==> config.mk <==
export PLATFORM = sky130hd
export DESIGN_NAME = chunked_addsub_flat
export DESIGN_NICKNAME = d
export VERILOG_FILES = /design/src/rtl/chunked_addsub_if.sv /design/src/rtl/chunked_addsub.sv /design/src/flat_wrapper.sv
export SDC_FILE = /design/constraint.sdc
export NUM_CORES = 1
export LEC_CHECK = 0
export ABC_AREA = 1
export CAP_MARGIN = 30
export CORE_UTILIZATION = 57
export CTS_CLUSTER_SIZE = 28
export DETAILED_ROUTE_END_ITERATION = 8
export GPL_TIMING_DRIVEN = 1
export PLACE_DENSITY = 0.87
export SYNTH_ARGS = -nofsm -noshare
export SYNTH_HDL_FRONTEND = slang
export SYNTH_SLANG_ARGS = --single-unit
==> constraint.sdc <==
create_clock -name clk -period 5.8 [get_ports clk]
set_input_delay 1.16 -clock clk [delete_from_list [all_inputs] [get_ports clk]]
set_output_delay 1.16 -clock clk [all_outputs]
set_load 0.005 [all_outputs]
==> src/rtl/chunked_addsub_if.sv <==
// rtl/chunked_addsub_if.sv - operand/result handshake bundle for chunked_addsub
interface chunked_addsub_if #(
    parameter int WIDTH = 32
);
    logic             in_valid;
    logic             in_ready;
    logic [WIDTH-1:0] a;
    logic [WIDTH-1:0] b;
    logic             cin;
    logic             sub;
    logic             out_valid;
    logic             out_ready;
    logic [WIDTH-1:0] sum;
    logic             cout;
    logic             ovf;
    logic             zero;

    modport master (
        output in_valid, a, b, cin, sub, out_ready,
        input  in_ready, out_valid, sum, cout, ovf, zero
    );

    modport slave (
        input  in_valid, a, b, cin, sub, out_ready,
        output in_ready, out_valid, sum, cout, ovf, zero
    );
endinterface

==> src/rtl/chunked_addsub.sv <==
// rtl/chunked_addsub.sv - multi-cycle adder/subtractor, CHUNK bits per cycle
module chunked_addsub #(
    parameter int WIDTH = 32,
    parameter int CHUNK = 8
) (
    input  logic              clk,
    input  logic              rst_n,
    chunked_addsub_if.slave   bus
);
    localparam int NCHUNK = (CHUNK > 0) ? WIDTH / CHUNK : 1;
    localparam int CW     = (NCHUNK > 1) ? $clog2(NCHUNK) : 1;
    localparam logic [CW-1:0] LAST = CW'(NCHUNK - 1);

    if (WIDTH < 1 || CHUNK < 1 || (WIDTH % CHUNK) != 0) begin : g_bad_params
        $error("chunked_addsub: CHUNK must be >= 1 and divide WIDTH exactly");
    end

    typedef enum logic [1:0] {
        IDLE = 2'd0,
        RUN  = 2'd1,
        DONE = 2'd2
    } state_t;

    state_t           state_q;
    logic [WIDTH-1:0] a_q;
    logic [WIDTH-1:0] b_q;
    logic [WIDTH-1:0] sum_q;
    logic [WIDTH-1:0] sum_d;
    logic             carry_q;
    logic [CW-1:0]    cnt_q;
    logic             cout_q;
    logic             ovf_q;
    logic             zero_q;
    logic             out_valid_q;

    logic [CHUNK-1:0] a_chunk;
    logic [CHUNK-1:0] b_chunk;
    logic [CHUNK:0]   chunk_res;

    // b_q already holds ~b for subtraction, so RUN is always a plain add.
    always_comb begin
        a_chunk = '0;
        b_chunk = '0;
        for (int i = 0; i < NCHUNK; i++) begin
            if (cnt_q == CW'(i)) begin
                a_chunk = a_q[i*CHUNK +: CHUNK];
                b_chunk = b_q[i*CHUNK +: CHUNK];
            end
        end
        chunk_res = {1'b0, a_chunk} + {1'b0, b_chunk} + {{CHUNK{1'b0}}, carry_q};
        sum_d = sum_q;
        for (int i = 0; i < NCHUNK; i++) begin
            if (cnt_q == CW'(i)) begin
                sum_d[i*CHUNK +: CHUNK] = chunk_res[CHUNK-1:0];
            end
        end
    end

    always_ff @(posedge clk or negedge rst_n) begin
        if (!rst_n) begin
            state_q     <= IDLE;
            a_q         <= '0;
            b_q         <= '0;
            sum_q       <= '0;
            carry_q     <= 1'b0;
            cnt_q       <= '0;
            cout_q      <= 1'b0;
            ovf_q       <= 1'b0;
            zero_q      <= 1'b0;
            out_valid_q <= 1'b0;
        end else begin
            case (state_q)
                IDLE: begin
                    if (bus.in_valid) begin
                        a_q     <= bus.a;
                        b_q     <= bus.b ^ {WIDTH{bus.sub}};
                        carry_q <= bus.cin ^ bus.sub;
                        cnt_q   <= '0;
                        state_q <= RUN;
                    end
                end
                RUN: begin
                    sum_q   <= sum_d;
                    carry_q <= chunk_res[CHUNK];
                    cnt_q   <= cnt_q + 1'b1;
                    if (cnt_q == LAST) begin
                        // Carry into the MSB is recovered as a^b^s at that bit.
                        cout_q      <= chunk_res[CHUNK];
                        ovf_q       <= a_q[WIDTH-1] ^ b_q[WIDTH-1] ^ sum_d[WIDTH-1] ^ chunk_res[CHUNK];
                        zero_q      <= (sum_d == '0);
                        out_valid_q <= 1'b1;
                        cnt_q       <= '0;
                        state_q     <= DONE;
                    end
                end
                DONE: begin
                    if (bus.out_ready) begin
                        out_valid_q <= 1'b0;
                        state_q     <= IDLE;
                    end
                end
                default: state_q <= IDLE;
            endcase
        end
    end

    assign bus.in_ready  = (state_q == IDLE) && rst_n;
    assign bus.out_valid = out_valid_q;
    assign bus.sum       = sum_q;
    assign bus.cout      = cout_q;
    assign bus.ovf       = ovf_q;
    assign bus.zero      = zero_q;
endmodule

==> src/flat_wrapper.sv <==
// flat-port wrapper written by rule: the top's interface ports become plain ports
module chunked_addsub_flat 
#(
    parameter int WIDTH = 32,
    parameter int CHUNK = 8
)
  (clk, rst_n, bus_in_valid, bus_a, bus_b, bus_cin, bus_sub, bus_out_ready, bus_in_ready, bus_out_valid, bus_sum, bus_cout, bus_ovf, bus_zero);
  chunked_addsub_if #(.WIDTH(WIDTH)) bus_i ();
  input  logic clk;
  input  logic rst_n;
  input wire logic [$bits(bus_i.in_valid)-1:0] bus_in_valid;
  input wire logic [$bits(bus_i.a)-1:0] bus_a;
  input wire logic [$bits(bus_i.b)-1:0] bus_b;
  input wire logic [$bits(bus_i.cin)-1:0] bus_cin;
  input wire logic [$bits(bus_i.sub)-1:0] bus_sub;
  input wire logic [$bits(bus_i.out_ready)-1:0] bus_out_ready;
  output wire logic [$bits(bus_i.in_ready)-1:0] bus_in_ready;
  output wire logic [$bits(bus_i.out_valid)-1:0] bus_out_valid;
  output wire logic [$bits(bus_i.sum)-1:0] bus_sum;
  output wire logic [$bits(bus_i.cout)-1:0] bus_cout;
  output wire logic [$bits(bus_i.ovf)-1:0] bus_ovf;
  output wire logic [$bits(bus_i.zero)-1:0] bus_zero;
  assign bus_i.in_valid = bus_in_valid;
  assign bus_i.a = bus_a;
  assign bus_i.b = bus_b;
  assign bus_i.cin = bus_cin;
  assign bus_i.sub = bus_sub;
  assign bus_i.out_ready = bus_out_ready;
  assign bus_in_ready = bus_i.in_ready;
  assign bus_out_valid = bus_i.out_valid;
  assign bus_sum = bus_i.sum;
  assign bus_cout = bus_i.cout;
  assign bus_ovf = bus_i.ovf;
  assign bus_zero = bus_i.zero;
  chunked_addsub #(.WIDTH(WIDTH), .CHUNK(CHUNK)) u_core (.clk(clk), .rst_n(rst_n), .bus(bus_i));
endmodule
==> results of run 1 <==
==> logic make-up after synthesis <==
logic type,Yosys count,synth area share [%]
and+or+nand+nor,363,26.52
AOI/OAI and AO/OA,130,12.76
DFF,105,47.16
buffers and inverters,70,5.030
xor gates and xnor gates,34,5.345
adders and majority gates,13,3.189
==> power breakdown <==
part           internal, mW  switching, mW  leakage [nW]
Sequential             1.09          0.245          1.29
Clock                 0.160          0.271        0.0875
Combinational          1.07           1.82          1.90
Total                  2.32           2.34          3.28
==> per-stage QoR <==
stage	area (µm²)	utilization, %	worst slack [ns]	power [mW]	std cells
6_report	6875	73.36	1.597	4.656	936
5_1_grt	6875	73.36	1.110	5.081	936
4_1_cts	6875	73.36	1.647	4.624	936
3_5_place_dp	6698	71.47	1.694	4.187	920
3_3_place_gp	6678	71.26	1.946	4.089	919
2_1_floorplan	5572	-	2.604	3.259	715
==> area by class of cell <==
cell class | instances | share of cell area, %
clock buffers | 9 | 1.802
repair buffers | 113 | 16.27
flip-flops and latches | 105 | 38.22
multi-input cells | 540 | 38.78
well taps | 129 | 2.348
clock inverters | 7 | 0.7825
inverters | 33 | 1.802
==> worst register-to-register path, delay by kind of cell, from the launching register on <==
kind | cells | cell delay [ns]
compound gates | 2 | 0.34
simple gates | 15 | 1.80
buf+inv | 3 | 0.27
fa+ha+maj | 3 | 1.29
flops | 1 | 0.44
==> placed cells by master (no fill, tap or decap), types with 2 or more instances in the layout <==
cell / instances
a31oi_1: 7
o31ai_1: 2
a21oi_1: 32
o21ai_1: 8
nor2_1: 39
clkbuf_8: 9
clkdlybuf4s50_1: 104
nand2_1: 268
buf_4: 7
fa_1: 2
ha_1: 11
nand3_2: 3
a22oi_1: 8
xnor2_1: 34
o21ai_0: 66
inv_2: 5
or2_2: 9
nand3_1: 28
inv_1: 28
o21ai_2: 2
clkinv_2: 2
nand2_2: 11
dfrtp_1: 105
clkinvlp_4: 2
==> sequential cells by signal, indices dropped and copies added (netlist names) <==
register and count:
u_core.bus.sum 32, u_core.bus.ovf 1, u_core.b_q 32, u_core.bus.out_valid 1
u_core.cnt_q 2, u_core.a_q 32, u_core.bus.zero 1, u_core.state_q 2
u_core.carry_q 1, u_core.bus.cout 1
==> worst max path at each step <==
stage                               start              end  slack (ns)  depth (start not counted)
after floorplan           u_core.cnt_q[0]  u_core.bus.zero        2.60                         23
after global placement    u_core.cnt_q[0]  u_core.bus.zero        1.95                         23
after detailed placement  u_core.cnt_q[0]  u_core.bus.zero        1.69                         23
after CTS                 u_core.cnt_q[0]  u_core.bus.zero        1.65                         23
after global routing      u_core.cnt_q[0]  u_core.bus.zero        1.11                         23
final                     u_core.cnt_q[0]  u_core.bus.zero        1.60                         23
==> routing by layer <==
metal / share of wire (%) / vias to the layer above
li1: - / 2470
met1: 43 / 2447
met2: 49 / 195
met3: 5.9 / 24
met4: 2.2 / 0
met5: 0 / -
==> implementation parameters, run 1 <==
Parameter                              Value

Placement
  Weighted congestion at the end of routability-driven global placement ... ~0.89
  Input/output buffers ... 106
  Detailed-placement wirelength estimate ... ~11000 µm

Setup path
  Startpoint types ... register
  Critical Path End Type ... register
  R2R Path Start ... u_core.cnt_q[0]
  Data required, critical path ... 6.11 ns
  Delay-heaviest family, CP ... simple AND/OR/NAND/NOR gates
  Count of cells along the worst register-to-register path ... 23
  Critical setup path kind ... register to register
  Crit-path max FO ... 16
  Most frequent CP cell ... nand2_1
  Library cell contributing the largest single delay on the critical path ... nor2_2
  CP max stage delay ... approximately 0.65 ns
  Endpoint arrival time on the critical path ... 4.51 ns
  Count of buffering cells on the critical path with inverters included ... 3
  R2R Path End ... u_core.bus.zero
  Cell chain of the critical path ... inv_1, ha_1, inv_2, nor2_2, nand2_1, nand2_1, o21ai_0, o21ai_0, fa_1, fa_1, inv_1, nand2_1, nand2_1, nand2_1, nor2_1, nand2_1, nor2_1, nand3_1, nor2_1, nand3_1, nor2_1, nand3_1, nand2_1
  Slack of the worst reg-to-reg path ... ~1.6 ns

Synth
  Netlist Area Pre-Place ... 5572 µm²
  Most instantiated library cell after synthesis ... nand2_1
  Async set or reset register ratio after synthesis ... 100.0%
  Count of state elements after synthesis ... 105
  Synth top area cells ... dfrtp_1, nand2_1, o21ai_0, xnor2_1, a21oi_1
  Fraction of synthesized cell area taken by the top area cell type ... 47.16%
  Flip-flop cell with the highest count after synthesis ... dfrtp_1
  Synth cell count leaders ... nand2_1, dfrtp_1, o21ai_0
  Syn. warnings ... 0
  EDFF count, synth ... 0
  Total nets after synthesis ... ~800
  Avg Synthesized Cell Area ... 7.792 µm²
  Number of cells produced by synthesis ... a little over 700
  Dominant cell type by area after synthesis ... dfrtp_1
  Netlist cell types ... 33
  Sequential fraction of the synthesis area ... a little under half

Global routing
  Vias in the first global route ... just under 5000
  Total congestion overflow ... 0
  Highest-utilization routing layer at the global route stage ... met2
  Total global routing track utilization ... between 30 and 40%
  First-pass GRT wire length ... 23520 µm
  Maximum number of pins on one net before global-route repair ... 91
  Number of antenna violations at the first check in global routing ... 0
  Met2 track utilization from global routing ... slightly above 50%
  Global-route met3 utilization ... 4.369%
  Global-route track usage on met1 ... between 30% and 40%

Clock network
  Max clock buf depth ... 2
  Hold bufs inserted after CTS ... 0
  Number of levels the H-tree was split into ... 3
  Clock latency reported for the late side of the worst-skew pair ... roughly 0.37 ns
  Setup bufs post-CTS ... 0
  Number of buffers created by CTS ... 9
  CTS clock-pin slew for the worst setup and hold paths ... 0.11 ns
  Total clock sinks ... around 110
  Clock root buffer ... clkbuf_8
  Number of gates resized after CTS ... 0
  CTS tree ... yes

Routing
  Number of routed nets with antenna violations ... 0
  Detailed-route DRC error count ... 0
  Vias after detailed routing ... between 5000 and 6000
  Iteration count of the initial detailed-routing pass ... 5
  Total length of routed wires ... 14360 µm
  Routed length per placed instance ... roughly 15 µm
  Number of DRC markers in iteration 0 ... 311
  Via count normalized by instance count ... ~5.5

Timing
  Setup repair after global routing missed its margin ... false
  Final setup skew ... 0.01715 ns
  Worst slew slack as a fraction of its limit ... between 30% and 40%
  Final min period ... ~4.2 ns
  Hold WS ... 0.4886 ns
  Worst-Margin Slew ... 0.9678 ns
  Setup tns final ... 0 ns
  Number of hold violations in the final report ... 0
  Fmax ... approximately 240 MHz
  Final clock period utilization by the worst path ... 72.47%
  Number of pins exceeding their max-slew limit in the final report ... 0
  Setup violators final ... 0

Floorplan
  Initial core utilization ... 59.45%
  Die extent in y ... about 100 µm
  Std-Cell Core Area ... roughly 9400 µm²
  Area of the die ... 10170 µm²
  Top-level port count ... 107
  Floorplan row count ... 35
  DIE WIDTH ... slightly above 100 µm

Status
  Result of the run ... completed

Power
  Worst ir drop on vdd ... roughly 0.35 mV
  PD cells ... a little under 700 nW/µm²
  Leakage power of the design ... around 3.3 nW

Cells and area
  Number of fill cells in the layout ... approximately 760
  Share of layout cells above drive strength 1 ... 7.063%
  Net count reported at finish ... between 800 and 900
  Multi-input logic area ... between 2000 and 3000 µm²
  Layout overhead on the synthesized area ... 23.40%
  Area used by sequential logic in the layout ... 2628 µm²
  Antenna cells ... 0

Hold path
  Class of the tightest hold or removal check ... register to register
  Hold_sp ... u_core.a_q[17]
  Hold path endpoint ... u_core.a_q[17]
  Cell depth of the worst hold path ... 2

Flow run
  Reported max-cap violation count ... 0
(Power assumes the default switching activity.)
==> run 2: changes to the inputs <==
--- a/config.mk
+++ b/config.mk
@@ -7,11 +7,11 @@
 export LEC_CHECK = 0
 export ABC_AREA = 1
 export CAP_MARGIN = 30
-export CORE_UTILIZATION = 57
+export CORE_UTILIZATION = 47
 export CTS_CLUSTER_SIZE = 28
 export DETAILED_ROUTE_END_ITERATION = 8
 export GPL_TIMING_DRIVEN = 1
-export PLACE_DENSITY = 0.87
+export PLACE_DENSITY = 0.76
 export SYNTH_ARGS = -nofsm -noshare
 export SYNTH_HDL_FRONTEND = slang
 export SYNTH_SLANG_ARGS = --single-unit
==> constraint.sdc (replaced) <==
create_clock -name clk -period 3.5 [get_ports clk]
set_input_delay 0.7 -clock clk [delete_from_list [all_inputs] [get_ports clk]]
set_output_delay 0.7 -clock clk [all_outputs]
set_load 0.005 [all_outputs]
==> run 2 against run 1 <==
First-iteration DRC count up 26%. Global-route usage down 5.0 points. Critical path depth down 6. Non-clock buffer count up 8. Total power up 75%. Sequential cell count unchanged. Die area up 21%. Clock power up 150%. Maximum frequency up 28%. Via count down 0.74%. Register-to-register slack worse by 1.4 ns. Highest routed layer unchanged.
==> implementation parameters, run 2 (synthesized netlist as in run 1, its figures left out) <==
Parameter                              Value

Status
  Result of the run ... completed

Placement
  Detailed-placement wirelength estimate ... 10840 µm (+2.4%)
  Standard cell area after detailed placement ... 6775 µm² (+1.2%)
  Input/output buffers ... 106 (unchanged)
  Number of cells in the design after placement ... 942 (+2.4%)
  Weighted congestion at the end of routability-driven global placement ... 0.8750 (-1.2%)

Timing
  Worst slew slack as a fraction of its limit ... 40.96% (+5.5 points)
  Fmax ... 304.7 MHz (+28%)
  Number of pins exceeding their max-slew limit in the final report ... 0 (unchanged)
  Final min period ... 3.281 ns (-0.9219 ns)
  Setup repair after global routing missed its margin ... false
  Setup tns final ... 0 ns (unchanged)
  Number of hold violations in the final report ... 0 (unchanged)
  Final setup skew ... 0.006991 ns (-0.01016 ns)
  Worst-Margin Slew ... 0.8847 ns (-0.08314 ns)
  Setup violators final ... 0 (unchanged)
  Final clock period utilization by the worst path ... 93.76% (+21 points)
  Hold WS ... 0.4045 ns (-0.08403 ns)

Flow run
  Reported max-cap violation count ... 0 (unchanged)

Cells and area
  Layout overhead on the synthesized area ... 27.26%
  Post-route standard cell area excluding fillers ... 7091 µm² (+3.1%)
  Net count reported at finish ... 893 (+0.90%)
  Antenna cells ... 0 (unchanged)
  Share of layout cells above drive strength 1 ... 7.985% (+0.92 points)
  Non-filler cells in the finished layout ... 957 (+2.2%)
  Leading cell type in the layout, fill and taps excluded ... nand2_1
  Commonest cells after routing, fill and taps aside ... nand2_1, dfrtp_1, clkdlybuf4s50_1, o21ai_0, nor2_1

Power
  Combinational Power Share ... 59.7% (-2.4 points)
  Sequential fraction of design power ... 27.2% (-1.4 points)
  Design internal power ... 4.292 mW (+85%)
  Part of the total power dissipated in the clock network ... 13.1% (+3.8 points)
  Leakage power of the design ... 3.379 nW (+3.0%)
  PD cells ... 1148 nW/µm² (+70%)
  Worst ir drop on vdd ... 0.5890 mV (+70%)
  Net switching share of the total power ... 47.27% (-2.9 points)
  Net switching power figure ... 3.848 mW (+65%)

Global routing
  Number of antenna violations at the first check in global routing ... 0 (unchanged)
  Maximum number of pins on one net before global-route repair ... 78 (-14%)
  Total global routing track utilization ... 25.06% (-5.0 points)
  Vias in the first global route ... 4944 (+1.5%)
  Total congestion overflow ... 0 (unchanged)
  First-pass GRT wire length ... 24340 µm (+3.5%)

Setup path
  Worst setup path startpoint ... u_core.cnt_q[0]
  R2R Path Start ... u_core.cnt_q[0]
  R2R Path End ... u_core.bus.zero
  Critical Path End Type ... register
  Data required, critical path ... 3.79 ns (-2.32 ns)
  Critical setup path kind ... register to register
  Slack of the worst reg-to-reg path ... 0.22 ns (-1.38 ns)
  Crit-path max FO ... 28 (+12)
  Endpoint arrival time on the critical path ... 3.57 ns (-0.94 ns)
  Count of cells along the worst register-to-register path ... 17 (-26%)
  Startpoint types ... register

Clock network
  Number of levels the H-tree was split into ... 3 (unchanged)
  Setup bufs post-CTS ... 0 (unchanged)
  Total clock sinks ... 105 (unchanged)
  Number of buffers created by CTS ... 9 (unchanged)
  CTS tree ... yes
  CTS clock-pin slew for the worst setup and hold paths ... 0.07 ns (-0.04 ns)
  Clock root buffer ... clkbuf_16
  Hold bufs inserted after CTS ... 0 (unchanged)
  Max clock buf depth ... 2 (unchanged)
  Clock latency reported for the late side of the worst-skew pair ... 0.35 ns (-0.02 ns)

Routing
  Vias after detailed routing ... 5098 (-0.74%)
  Number of routed nets with antenna violations ... 0 (unchanged)
  Number of DRC markers in iteration 0 ... 393 (+26%)
  Total length of routed wires ... 14560 µm (+1.4%)
  Iteration count of the initial detailed-routing pass ... 5 (unchanged)
  Via count normalized by instance count ... 5.327 (-2.9%)
  Routed length per placed instance ... 15.21 µm (-0.80%)
  Detailed-route DRC error count ... 0 (unchanged)

Floorplan
  Area of the die ... 12290 µm² (+21%)
  Floorplan row count ... 39 (+11%)
  Die extent in y ... 110.9 µm (+9.9%)
  Top-level port count ... 107 (unchanged)
  Initial core utilization ... 48.59% (-11 points)
  Std-Cell Core Area ... 11470 µm² (+22%)
  DIE WIDTH ... 110.9 µm (+9.9%)

Hold path
  Class of the tightest hold or removal check ... input pin to async pin
## run 2: cell types whose count changed in the layout (fill, tap and decap cells not counted), moves of 2 or more
cell | before | now
clkbuf_16 | 0 | 9
buf_4 | 7 | 15
bufinv_16 | 0 | 2
fa_2 | 0 | 2
clkbuf_8 | 9 | 0
fa_1 | 2 | 0
## run 2: how the worst max path moves through the flow
stage / to / cells after the start
finish: u_core.bus.zero / 17
global route: u_core.bus.zero / 23
CTS: u_core.bus.zero / 21
detailed placement: u_core.bus.zero / 21
global placement: u_core.bus.zero / 21
floorplan: u_core.bus.zero / 23
## run 2: critical path, cell delays in order, from the launching register on
cell and delay (ns):
dfrtp_1 0.42, ha_1 0.37, inv_2 0.17, buf_4 0.34, nor2_1 0.10, a21oi_1 0.20
ha_1 0.36, a21oi_2 0.25, nand2_2 0.12, nand2_2 0.09, nand3_1 0.13, nand2_1 0.18
nand2_1 0.09, o21ai_2 0.07, nand2_1 0.07, nor2_1 0.10, nand3_1 0.08, nand2_1 0.06
## run 2: area by class of cell
class                   count  area [µm²]
fillers                  1007        4377
multi-input cells         540        2671
flip-flops and latches    105        2628
repair buffers            121        1179
clock buffers              10       229.0
well taps                 143       178.9
inverters                  33       123.9
clock inverters             5       81.33
## run 2: per-stage QoR
step                      utilization (%)  total power [mW]  setup slack (ns)
after global placement              59.08             6.899            0.3109
after CTS                           61.79             8.122            0.1158
after detailed placement            59.08             7.023            0.1425
after global routing                61.83             8.912           0.01147
after floorplan                         -             5.401            0.3037
final                               61.83             8.140            0.2185
## run 2: repair_timing
action	4_1_cts	5_1_grt
gates resized for setup	0	2
endpoints found under the hold margin	0	0
endpoints found under the setup margin	0	1
## run 2: metal layers
layer / routed length, µm / track usage (%) / share of wire (%)
met5: 0 / 0 / 0
met4: 286 / 7.822 / 2.0
met3: 1054 / 5.522 / 7.2
met2: 6920 / 40.87 / 48
met1: 6297 / 33.33 / 43
## run 2: power by group through the flow
stage / Sequential [mW] / Clock [mW] / Combinational, mW
after CTS: 2.21 / 1.08 / 4.83
final: 2.21 / 1.06 / 4.86
after global routing: 2.27 / 1.14 / 5.51
after detailed placement: 2.22 / 0 / 4.80
after global placement: 2.19 / 0 / 4.70
after floorplan: 2.11 / 0 / 3.29
==> run 3: changes to the inputs <==
--- a/config.mk
+++ b/config.mk
@@ -6,11 +6,13 @@
 export NUM_CORES = 1
 export LEC_CHECK = 0
 export ABC_AREA = 1
+export ABC_CLOCK_PERIOD_IN_PS = 3500
 export CAP_MARGIN = 30
 export CORE_UTILIZATION = 47
 export CTS_CLUSTER_SIZE = 28
 export DETAILED_ROUTE_END_ITERATION = 8
 export GPL_TIMING_DRIVEN = 1
+export MAX_ROUTING_LAYER = met4
 export PLACE_DENSITY = 0.76
 export SYNTH_ARGS = -nofsm -noshare
 export SYNTH_HDL_FRONTEND = slang
==> run 3 against run 2 <==
Combinational power hardly changed. Sequential share of layout area about the same. Sequential power barely moved. Clock power decreased by 5%. Core utilization about the same. Sequential cell count stayed put. Non-clock buffer count rose by 1. Routed wire length is 3.4% lower. Global-route usage down 0.36 points. Clock skew rose by 0.0041 ns. Count of clock-buffer cells in the layout unchanged. Highest routed layer unchanged.
==> implementation parameters, run 3 (synthesized netlist as in run 1, its figures left out) <==
Parameter                              Value

Routing
  Detailed-route DRC error count ... 0 (unchanged)
  Vias after detailed routing ... 5061 (-0.73%)
  Via count normalized by instance count ... 5.277 (-0.93%)
  Total length of routed wires ... 14060 µm (-3.4%)
  Number of routed nets with antenna violations ... 0 (unchanged)
  Iteration count of the initial detailed-routing pass ... 5 (unchanged)
  Number of DRC markers in iteration 0 ... 367 (-6.6%)
  Routed length per placed instance ... 14.66 µm (-3.6%)

Floorplan
  DIE WIDTH ... 110.9 µm (unchanged)
  Std-Cell Core Area ... 11470 µm² (unchanged)
  Initial core utilization ... 48.59% (unchanged)
  Floorplan row count ... 39 (unchanged)
  Top-level port count ... 107 (unchanged)
  Die extent in y ... 110.9 µm (unchanged)
  Area of the die ... 12290 µm² (unchanged)

Power
  PD cells ... 1141 nW/µm² (-0.59%)
  Worst ir drop on vdd ... 0.5685 mV (-3.5%)
  Leakage power of the design ... 3.375 nW (-0.12%)

Global routing
  Maximum number of pins on one net before global-route repair ... 80 (+2.6%)
  First-pass GRT wire length ... 23670 µm (-2.8%)
  Number of antenna violations at the first check in global routing ... 0 (unchanged)
  Vias in the first global route ... 4819 (-2.5%)
  Total congestion overflow ... 0 (unchanged)
  Total global routing track utilization ... 24.70% (-0.36 points)

Timing
  Worst slew slack as a fraction of its limit ... 38.74% (-2.2 points)
  Final setup margin ... 0.2970 ns (+0.07850 ns)
  Fmax ... 312.2 MHz (+2.5%)
  Final clock period utilization by the worst path ... 91.51% (-2.2 points)
  Number of pins exceeding their max-slew limit in the final report ... 0 (unchanged)
  Final min period ... 3.203 ns (-0.07850 ns)
  Worst-Margin Slew ... 0.9179 ns (+0.03324 ns)
  Setup repair after global routing missed its margin ... false
  Setup violators final ... 0 (unchanged)
  Final setup skew ... 0.01111 ns (+0.004123 ns)
  Setup tns final ... 0 ns (unchanged)
  Number of hold violations in the final report ... 0 (unchanged)

Clock network
  Clock latency reported for the late side of the worst-skew pair ... 0.34 ns (about the same)
  Number of buffers created by CTS ... 9 (unchanged)
  Clock root buffer ... clkbuf_16
  Max clock buf depth ... 2 (unchanged)
  CTS clock-pin slew for the worst setup and hold paths ... 0.08 ns (about the same)
  Total clock sinks ... 105 (unchanged)
  Number of levels the H-tree was split into ... 3 (unchanged)
  CTS tree ... yes

Setup path
  Critical setup path kind ... register to register
  Endpoint arrival time on the critical path ... 3.48 ns (-0.09 ns)
  Critical Path End Type ... register
  Startpoint types ... register
  Crit-path max FO ... 21 (-25%)
  Data required, critical path ... 3.78 ns (about the same)

Placement
  Number of cells in the design after placement ... 943 (+0.11%)
  Input/output buffers ... 106 (unchanged)
  Setup Slack @ Placement ... 0.2086 ns (+0.06607 ns)
  Detailed-placement wirelength estimate ... 10510 µm (-3.0%)
  Weighted congestion at the end of routability-driven global placement ... 0.8818 (+0.78%)

Cells and area
  Antenna cells ... 0 (unchanged)
  Number of fill cells in the layout ... 984 (-2.3%)
  Leading cell type in the layout, fill and taps excluded ... nand2_1
  Share of layout cells above drive strength 1 ... 8.701% (+0.72 points)
  Net count reported at finish ... 894 (+0.11%)
  Commonest cells after routing, fill and taps aside ... nand2_1, dfrtp_1, clkdlybuf4s50_1, o21ai_0, nor2_1
  Layout overhead on the synthesized area ... 27.31% (about the same)
  Non-filler cells in the finished layout ... 959 (+0.21%)

Flow run
  Reported max-cap violation count ... 0 (unchanged)

Status
  Result of the run ... completed

Hold path
  Class of the tightest hold or removal check ... input pin to async pin
-- run 3: cell types whose count changed in the layout (fill, tap and decap cells not counted), sizes merged --
cell / before / now
inv: 33 / 35
buf: 17 / 18
bufinv: 2 / 1
-- run 3: through the flow --
stage	hold slack, ns	area [µm²]	utilization [%]	power (mW)
final	0.4131	7093	61.85	8.095
after global routing	0.4627	7093	61.85	8.902
after CTS	0.4393	7077	61.71	8.040
after detailed placement	0.4660	6783	59.15	7.010
after global placement	0.4586	6783	59.15	6.914
after floorplan	0.4044	5572	-	5.401
-- run 3: what timing repair did --
item | 4_1_cts | 5_1_grt
endpoints found under the setup margin | 0 | 2
hold buffers | 0 | 0
hold endpoints to repair | 0 | 0
buffers inserted | 0 | 0
resized for setup | 0 | 7
-- run 3: layout make-up --
cell class / count / area (µm²) / share of cell area [%]
clock buffer: 10 / 229.0 / 3.228
clock inverter: 6 / 65.06 / 0.9173
inverter: 33 / 123.9 / 1.746
multi-input combinational: 540 / 2683 / 37.82
sequential: 105 / 2628 / 37.04
tap: 143 / 178.9 / 2.522
timing repair buffer: 122 / 1186 / 16.72
-- run 3: worst paths after layout --
check	from	endpoint	slack, ns	cells after the start
setup reg to reg	u_core.cnt_q[0]	u_core.bus.zero	0.30	18
hold reg to reg	u_core.a_q[17]	u_core.a_q[17]	0.48	2
setup / recovery	u_core.cnt_q[0]	u_core.bus.zero	0.30	18
hold / removal	rst_n	u_core.bus.out_valid	0.41	2
min in group clk	u_core.a_q[17]	u_core.a_q[17]	0.48	2
max in group asynchronous	rst_n	u_core.carry_q	1.88	3
-- run 3: power by group --
part / leakage, nW / total [mW] / switching [mW] / internal, mW
registers: 1.29 / 2.21 / 0.401 / 1.81
clock network: 0.143 / 1.01 / 0.450 / 0.558
logic: 1.94 / 4.88 / 3.00 / 1.89
-- run 3: worst max-delay path: stages (launching register included) --
cell and delay, ns:
dfrtp_1 0.43, ha_1 0.38, inv_2 0.17, buf_4 0.27, buf_4 0.22, nor2_1 0.05, a21oi_1 0.13, ha_1 0.32
nand2_1 0.10, nand2_1 0.06, a21oi_1 0.21, nand2_1 0.11, nand2_2 0.11, nand3_1 0.07, o21ai_1 0.14, nand2_1 0.07
nor2_1 0.15, nand3_1 0.09, nand2_1 0.06
-- run 3: metal layers --
layer,vias to the layer above,GRT usage [%],part of all wire [%],wire [µm]
li1,2495,-,-,-
met2,174,38.80,47,6645
met5,-,-,0,0
met4,0,7.022,1.5,207
met1,2374,33.92,46,6406
met3,18,2.952,5.7,804
